## src/rtl/raster_scan_ctrl.sv

```systemverilog
// Raster scan sequencer: walks one triangle's clipped bbox row-major at 1 px/clk and
// registers visible pixels into a 1-deep fragment stage. Optional stats: RASTER_SCAN_STATS_EN.
module raster_scan_ctrl #(
  parameter int SCREEN_W = 640,
  parameter int SCREEN_H = 480
) (
  input  logic               clk,
  input  logic               rst_n,
  input  logic               tri_valid,
  output logic               tri_ready,
  input  logic [8:0]         tri_ax,
  input  logic [6:0]         tri_ay,
  input  logic signed [7:0]  tri_abx,
  input  logic signed [8:0]  tri_aby,
  input  logic [6:0]         tri_bz,
  input  logic signed [7:0]  tri_acx,
  input  logic signed [8:0]  tri_acy,
  input  logic [6:0]         tri_cz,
  input  logic [9:0]         bb_xmin,
  input  logic [9:0]         bb_xmax,
  input  logic [9:0]         bb_ymin,
  input  logic [9:0]         bb_ymax,
  input  logic               flush,
  output logic [8:0]         r_ax,
  output logic [6:0]         r_ay,
  output logic signed [7:0]  r_abx,
  output logic signed [8:0]  r_aby,
  output logic [6:0]         r_bz,
  output logic signed [7:0]  r_acx,
  output logic signed [8:0]  r_acy,
  output logic [6:0]         r_cz,
  output logic [9:0]         r_x,
  output logic [9:0]         r_y,
  input  logic [17:0]        r_uw,
  input  logic [17:0]        r_vw,
  input  logic [17:0]        r_ww,
  input  logic [18:0]        r_aw,
  input  logic               r_visible,
  output logic               frag_valid,
  input  logic               frag_ready,
  output logic [9:0]         frag_x,
  output logic [9:0]         frag_y,
  output logic [17:0]        frag_uw,
  output logic [17:0]        frag_vw,
  output logic [17:0]        frag_ww,
  output logic [18:0]        frag_aw,
  output logic               done
`ifdef RASTER_SCAN_STATS_EN
  ,
  output logic [19:0]        stat_tested,
  output logic [19:0]        stat_frags
`endif
);

  typedef enum logic [1:0] {S_IDLE, S_SCAN, S_DRAIN, S_DONE} state_e;

  localparam logic [9:0] X_LAST = 10'(SCREEN_W - 1);
  localparam logic [9:0] Y_LAST = 10'(SCREEN_H - 1);

  state_e      state_q;
  logic        tri_ready_q, frag_valid_q, done_q;
  logic [9:0]  x_q, y_q, xmin_q, xe_q, ye_q;
  logic [8:0]  ax_q;
  logic [6:0]  ay_q, bz_q, cz_q;
  logic signed [7:0] abx_q, acx_q;
  logic signed [8:0] aby_q, acy_q;
  logic [9:0]  fx_q, fy_q;
  logic [17:0] fuw_q, fvw_q, fww_q;
  logic [18:0] faw_q;

  logic [9:0]  xe_d, ye_d;
  logic        empty_d, adv, accept, frag_fire;

  // NOTE: every always_comb output gets a default first so no path leaves it unassigned (no latch).
  always_comb begin
    xe_d      = (bb_xmax > X_LAST) ? X_LAST : bb_xmax;
    ye_d      = (bb_ymax > Y_LAST) ? Y_LAST : bb_ymax;
    empty_d   = (bb_xmin > xe_d) || (bb_ymin > ye_d);
    adv       = !frag_valid_q || frag_ready;
    accept    = (state_q == S_IDLE) && tri_valid;
    frag_fire = frag_valid_q && frag_ready;
  end

  // NOTE: state uses non-blocking assignments only, so every branch reads pre-edge values.
  // Payload and setup flops are reset too, since downstream may sample them straight out of reset.
  always_ff @(posedge clk or negedge rst_n) begin
    if (!rst_n) begin
      state_q      <= S_IDLE;
      tri_ready_q  <= 1'b1;
      frag_valid_q <= 1'b0;
      done_q       <= 1'b0;
      x_q <= '0;  y_q <= '0;  xmin_q <= '0;  xe_q <= '0;  ye_q <= '0;
      ax_q <= '0; ay_q <= '0; abx_q <= '0; aby_q <= '0;
      bz_q <= '0; acx_q <= '0; acy_q <= '0; cz_q <= '0;
      fx_q <= '0; fy_q <= '0; fuw_q <= '0; fvw_q <= '0; fww_q <= '0; faw_q <= '0;
    end else if (flush) begin
      state_q      <= S_IDLE;
      tri_ready_q  <= 1'b1;
      frag_valid_q <= 1'b0;
      done_q       <= 1'b0;
    end else begin
      done_q <= 1'b0;
      case (state_q)
        S_IDLE: begin
          if (accept) begin
            ax_q <= tri_ax;   ay_q <= tri_ay;   abx_q <= tri_abx; aby_q <= tri_aby;
            bz_q <= tri_bz;   acx_q <= tri_acx; acy_q <= tri_acy; cz_q <= tri_cz;
            x_q         <= bb_xmin;
            y_q         <= bb_ymin;
            xmin_q      <= bb_xmin;
            xe_q        <= xe_d;
            ye_q        <= ye_d;
            tri_ready_q <= 1'b0;
            if (empty_d) begin
              state_q <= S_DONE;
              done_q  <= 1'b1;
            end else begin
              state_q <= S_SCAN;
            end
          end
        end
        S_SCAN: begin
          if (adv) begin
            fx_q <= x_q;    fy_q <= y_q;
            fuw_q <= r_uw;  fvw_q <= r_vw;  fww_q <= r_ww;  faw_q <= r_aw;
            frag_valid_q <= r_visible;
            // The last pixel holds the counters so they never step past xe/ye.
            if (x_q == xe_q) begin
              if (y_q == ye_q) begin
                state_q <= S_DRAIN;
              end else begin
                x_q <= xmin_q;
                y_q <= y_q + 10'd1;
              end
            end else begin
              x_q <= x_q + 10'd1;
            end
          end
        end
        S_DRAIN: begin
          if (adv) begin
            frag_valid_q <= 1'b0;
            state_q      <= S_DONE;
            done_q       <= 1'b1;
          end
        end
        default: begin
          state_q     <= S_IDLE;
          tri_ready_q <= 1'b1;
        end
      endcase
    end
  end

`ifdef RASTER_SCAN_STATS_EN
  logic [19:0] tested_q, frags_q;

  function automatic logic [19:0] sat_inc(input logic [19:0] v);
    return (&v) ? v : v + 20'd1;
  endfunction

  always_ff @(posedge clk or negedge rst_n) begin
    if (!rst_n) begin
      tested_q <= '0;
      frags_q  <= '0;
    end else if (flush || accept) begin
      tested_q <= '0;
      frags_q  <= '0;
    end else begin
      if ((state_q == S_SCAN) && adv) tested_q <= sat_inc(tested_q);
      if (frag_fire)                  frags_q  <= sat_inc(frags_q);
    end
  end

  assign stat_tested = tested_q;
  assign stat_frags  = frags_q;
`else
  logic unused_fire;
  assign unused_fire = frag_fire;
`endif

  assign tri_ready  = tri_ready_q;
  assign frag_valid = frag_valid_q;
  assign done       = done_q;
  assign r_x   = x_q;    assign r_y   = y_q;
  assign r_ax  = ax_q;   assign r_ay  = ay_q;   assign r_abx = abx_q; assign r_aby = aby_q;
  assign r_bz  = bz_q;   assign r_acx = acx_q;  assign r_acy = acy_q; assign r_cz  = cz_q;
  assign frag_x  = fx_q;  assign frag_y  = fy_q;
  assign frag_uw = fuw_q; assign frag_vw = fvw_q; assign frag_ww = fww_q; assign frag_aw = faw_q;

endmodule
```

## config.mk

```make
export PLATFORM = sky130hd
export DESIGN_NAME = raster_scan_ctrl
export DESIGN_NICKNAME = d
export VERILOG_FILES = /design/src/rtl/raster_scan_ctrl.sv
export SDC_FILE = /design/constraint.sdc
export NUM_CORES = 1
export LEC_CHECK = 0
export BUFFER_PORTS_ARGS = -buffer_cell sky130_fd_sc_hd__buf_2
export CORE_ASPECT_RATIO = 0.75
export CORE_MARGIN = 4
export CORE_UTILIZATION = 35
export DETAILED_ROUTE_END_ITERATION = 7
export PLACE_DENSITY_LB_ADDON = 0.1
export SYNTH_ARGS = -nofsm -noshare
export SYNTH_HDL_FRONTEND = slang
export SYNTH_SLANG_ARGS = --single-unit
export TNS_END_PERCENT = 5
```

## constraint.sdc

```tcl
create_clock -name clk -period 3.5 [get_ports clk]
set_input_delay 0.7 -clock clk [delete_from_list [all_inputs] [get_ports clk]]
set_output_delay 0.7 -clock clk [all_outputs]
set_load 0.1 [all_outputs]
```

Word-level counts from Yosys, hierarchy flattened
Cells that the tools add are included.
- add/sub/neg operators: 2
- magnitude comparators: 4
- equal/unequal tests: 15
- muxes and demuxes: 32
- bitwise logic cells: 1
- reduce and logical (&&, ||, !) cells: 15
- operators by type and width (operator ; count):
    two-way mux 10 bit ; 10
    one-hot mux 10 bit (2 select lines) ; 2
    adder 10 x 1 -> 10 bit, second input constant ; 2
    equality test 10 bit ; 2
    greater-than comparator 10 bit ; 2
    != test 3 bit, second input constant ; 6
    two-way mux 2 bit ; 7
    greater-than comparator 10 bit, second input constant ; 1
    greater-than comparator 10 x 9 -> 1 bit, second input constant ; 1
    AND reduction 5 bit ; 2
    two-way mux 1 bit ; 9
    AND reduction 3 bit ; 3
    != test 2 bit, second input constant ; 4
    one-hot mux 1 bit (2 select lines) ; 3
    one-hot mux 2 bit (3 select lines) ; 1
    AND reduction 6 bit ; 1
    nonzero test 3 bit ; 1
    equality test 2 x 1 -> 1 bit, second input constant ; 1
    equality test 2 bit, second input constant ; 1
    logical NOT 2 bit ; 1
    logical OR 1 bit ; 2
    != test 2 x 1 -> 1 bit, second input constant ; 1
    AND reduction 2 bit ; 1
    nonzero test 2 bit ; 1
    4 further kinds ; 4
- flip-flop bits (word level): 212
- input port bits: 183
- output and inout port bits: 180
- logic and storage cells: 92

Longest topological paths before layout
- depth after elaboration: 8
- gate-level depth with buffers: 10

Least setup slack after synthesis
OpenSTA, ideal clock, no wires.
- path kind: register -> register
- from: reg x_q[5] (netlist: r_x[5])
- to: reg y_q[9] (netlist: r_y[9])
- setup time: 94 ps
- arrival: 2492 ps
- path slack: 914 ps
- stages on the path, launching flop included: 7
- path through: dfrtp_1 xor2_1 nor4_4 nand4_4 a211o_1 buf_6 a221oi_2
- cells in the longest elaborated chain, start to end: 3
- RTL lines (item ; RTL line ; source):
    start, declared ; 62 ; logic [9:0] x_q, y_q, xmin_q, xe_q, ye_q;
    start signal, assigned ; 108 ; x_q <= bb_xmin;
    start signal, assigned ; 132 ; x_q <= xmin_q;
    start signal, assigned ; 136 ; x_q <= x_q + 10'd1;
    equality test 10 bit ; 128 ; if (x_q == xe_q) begin
    != test 2 bit (no source line) ; -- ;
    AND reduction 6 bit (no source line) ; -- ;
    end signal, assigned ; 109 ; y_q <= bb_ymin;
    end signal, assigned ; 133 ; y_q <= y_q + 10'd1;
    end, declared ; 62 ;
Every way passes these cells.
A chain may end at the register's enable or synchronous reset.

Final worst setup path
- from: reg state_q[1]
- to: reg fvw_q[8] (netlist: frag_vw[8])
- cells in the longest elaborated chain, start to end: 2
- RTL lines (item ; RTL line ; source):
    start, declared ; 60 ; state_e state_q;
    start signal, assigned ; 88 ; state_q <= S_IDLE;
    start signal, assigned ; 97 ; state_q <= S_IDLE;
    start signal, assigned ; 115 ; state_q <= S_DONE;
    equality test 2 x 1 -> 1 bit ; 103 ; case (state_q)
    AND reduction 3 bit (no source line) ; -- ;
    end signal, assigned ; 125 ; fuw_q <= r_uw; fvw_q <= r_vw; fww_q <= r_ww; faw_q <= r_aw;
    end, declared ; 68 ; logic [17:0] fuw_q, fvw_q, fww_q;
Every way passes these cells.

==> impl_metrics.tcl <==
set metrics [dict create \
    drtIter0Drc 227 \
    crit_arrival_ns 3.06 \
    postCtsSetupBuffers 0 \
    grt_pass1_vias 7074 \
    synth_area_per_cell_um2 13.12 \
    wl_mm 26.75 \
    synth_xor_area_share_pct 2.600 \
    synth_fp_nets 928 \
    cts_tree "yes" \
    cts_resized 0 \
    io_pins 363 \
    yosysSeqAreaShare_pct 56.25 \
    rsz0062_at_grt "false" \
    final_cell_mix "buf_2, dfrtp_1, mux2_2" \
    die_x_um 197.6 \
    mostFrequentLayoutCell "buf_2" \
    area_growth_pct 32.48 \
    synthArstFlopShare_pct 100.0 \
    required_ns 3.89 \
    setup_viol 0 \
    place.detailed.hpwl_mm 20.09 \
    slew_violations 0 \
    start_util_pct 35.97 \
    critPathMaxFanout 52 \
    fp.dieArea_um2 29670 \
    slew_headroom_pct 46.51 \
    clock_skew_ns 0.01833 \
    synth_ff_type "dfrtp_1" \
    chipHeight_um 150.2 \
    worst_pin_slew_ns 0.8023 \
    clock_latency_ns 0.52 \
    layout-drive-gt1-share_pct 54.60 \
    synth_compound_area_share_pct 5.452 \
    cap_violations 0 \
    clk_pin_slew_worst_paths_ns 0.06 \
    status "completed" \
    viasPerCell 4.715 \
    yosys_warnings 0 \
    num_vias 6813 \
    grt_first_pass_wirelength_mm 40.95 \
    cts_root_buffer "clkbuf_16" \
    crit_path_end_kind "register" \
    antenna_found_initial 4 \
    period_share_pct 76.29 \
    nets 1291 \
    cts_sinks 212 \
    syn-cell-area_um2 9433 \
    clockBufferDepth 3 \
    synth_edf_count 0 \
    avgRoutedWirePerCell_um 18.51 \
    globalplace.congestion 0.7767 \
    design.core.area_um2 26230 \
    cts_max_level 1 \
    route.detailed.drc 0 \
    detail-route-antenna-nets 0 \
    synth_top_family_by_area "multiplexers" \
    postCtsHoldBufs 0 \
    ys_seq_elements 212 \
    track_usage_pct 17.24 \
    dp_cells 1400 \
    syn_inst 719 \
    setup_tns_ns 0 \
    clock.fmax_ghz 0.3745 \
    drt_pass1_iterations 4 \
    grt_max_degree 81 \
    cts_buffers 24 \
    fin_cells 1445 \
    yosys.area_share.adder_pct 3.449 \
    hold_violations 0 \
    min_period_ns 2.670 \
    synth.mux.area_fraction_pct 23.01 \
    port_buffers 362 \
    hold_class "in2async" \
    ys_types 52 \
    rows 51 \
    start_kind "register" \
    worst-setup-path-type "reg2reg" \
    yosys.area_share.simple_pct 6.672 \
    gr-total-overflow 0 \
]
[worst paths after layout]
kind | start | end | slack, ns | depth (start not counted)
max in group asynchronous | rst_n | tri_ready | 2.50 | 2
setup reg to reg | state_q[1] | frag_vw[8] | 0.83 | 7
hold / removal | rst_n | frag_aw[0] | 0.20 | 1
setup / recovery | state_q[1] | frag_vw[8] | 0.83 | 7
min in group clk | tri_acx[5] | r_acx[5] | 0.41 | 2
hold reg to reg | frag_uw[16] | frag_uw[16] | 0.50 | 1
[cell usage after synthesis (2+ instances only)]
| master | number | area, um^2 |
|---|---|---|
| dfrtp_1 | 211 | 5280 |
| mux2_2 | 174 | 1959 |
| nand2_1 | 47 | 176.4 |
| o21ai_0 | 38 | 190.2 |
| nor2_1 | 30 | 112.6 |
| ha_1 | 26 | 325.3 |
| xor2_1 | 21 | 183.9 |
| mux2i_1 | 20 | 200.2 |
| clkbuf_1 | 16 | 60.06 |
| inv_1 | 16 | 60.06 |
| buf_2 | 14 | 70.07 |
| nand3_1 | 10 | 50.05 |
| nor3_1 | 9 | 45.04 |
| a21oi_1 | 8 | 40.04 |
| a32oi_1 | 7 | 61.31 |
| xnor2_1 | 7 | 61.31 |
| nand4_1 | 6 | 37.54 |
| a21o_1 | 4 | 30.03 |
| nand2b_1 | 4 | 25.02 |
| or2_2 | 4 | 25.02 |
| a211oi_1 | 3 | 22.52 |
| buf_1 | 3 | 11.26 |
| a211o_1 | 2 | 17.52 |
| buf_6 | 2 | 22.52 |
| clkbuf_2 | 2 | 10.01 |
| nand3b_1 | 2 | 15.01 |
| nor2b_1 | 2 | 12.51 |
| nor4_1 | 2 | 12.51 |
| nor4_2 | 2 | 25.02 |
| nor4_4 | 2 | 42.54 |
| o211ai_1 | 2 | 15.01 |
| o21bai_1 | 2 | 15.01 |
| o22ai_1 | 2 | 12.51 |
[logic make-up after synthesis]
group | after synthesis
AO/OA/AOI/OAI | 78
other | 1
XOR/XNOR | 28
adder cells (fa/ha/maj) | 26
AND/OR/NAND/NOR | 125
buffers and inverters | 54
flip-flops | 212
multiplexers | 195
[layout make-up]
cell class | count | area [um^2]
Antenna cell | 2 | 5.005
Clock buffer | 38 | 744.5
Clock inverter | 5 | 78.83
Fill cell | 2409 | 13730
Inverter | 17 | 63.81
Multi-Input combinational cell | 453 | 3894
Sequential cell | 212 | 5306
Tap cell | 344 | 430.4
Timing Repair Buffer | 374 | 1974
[sequential cells by signal, indices dropped and copies added, names as in the netlist, 2 cells and up]
signal   cells
frag_aw     19
frag_uw     18
frag_vw     18
frag_ww     18
frag_x      10
frag_y      10
r_x         10
r_y         10
xe_q        10
xmin_q      10
ye_q        10
r_aby        9
r_acy        9
r_ax         9
r_abx        8
r_acx        8
r_ay         7
r_bz         7
r_cz         7
state_q      2
[critical path: stages (launching register included)]
cell     delay [ns]
dfrtp_1        0.40
inv_1          0.11
ha_1           0.44
buf_4          0.30
inv_2          0.16
nor3_2         0.37
buf_12         0.31
mux2_2         0.38
[per-layer routing]
metal | share of wire (%) | GRT usage (%) | wire length, um
met1 | 46 | 24.19 | 12210
met2 | 43 | 26.51 | 11540
met3 | 9.0 | 5.280 | 2408
met4 | 2.1 | 3.854 | 565
met5 | 0.10 | 0 | 27
[stage by stage]
stage / setup slack [ns] / utilization (%) / instance area [um^2] / hold slack [ns]
floorplan: 0.9138 / - / 9433 / 0.4044
global placement: 0.5791 / 44.49 / 11670 / 0.4825
detailed placement: 0.5123 / 44.49 / 11670 / 0.4869
CTS: 0.8213 / 47.63 / 12490 / 0.2045
global route: 0.6209 / 47.65 / 12500 / 0.2318
finish: 0.8298 / 47.65 / 12500 / 0.1991
Power is not shown: default switching activity piles up to over one toggle a cycle in this logic, so the estimate is an artifact.
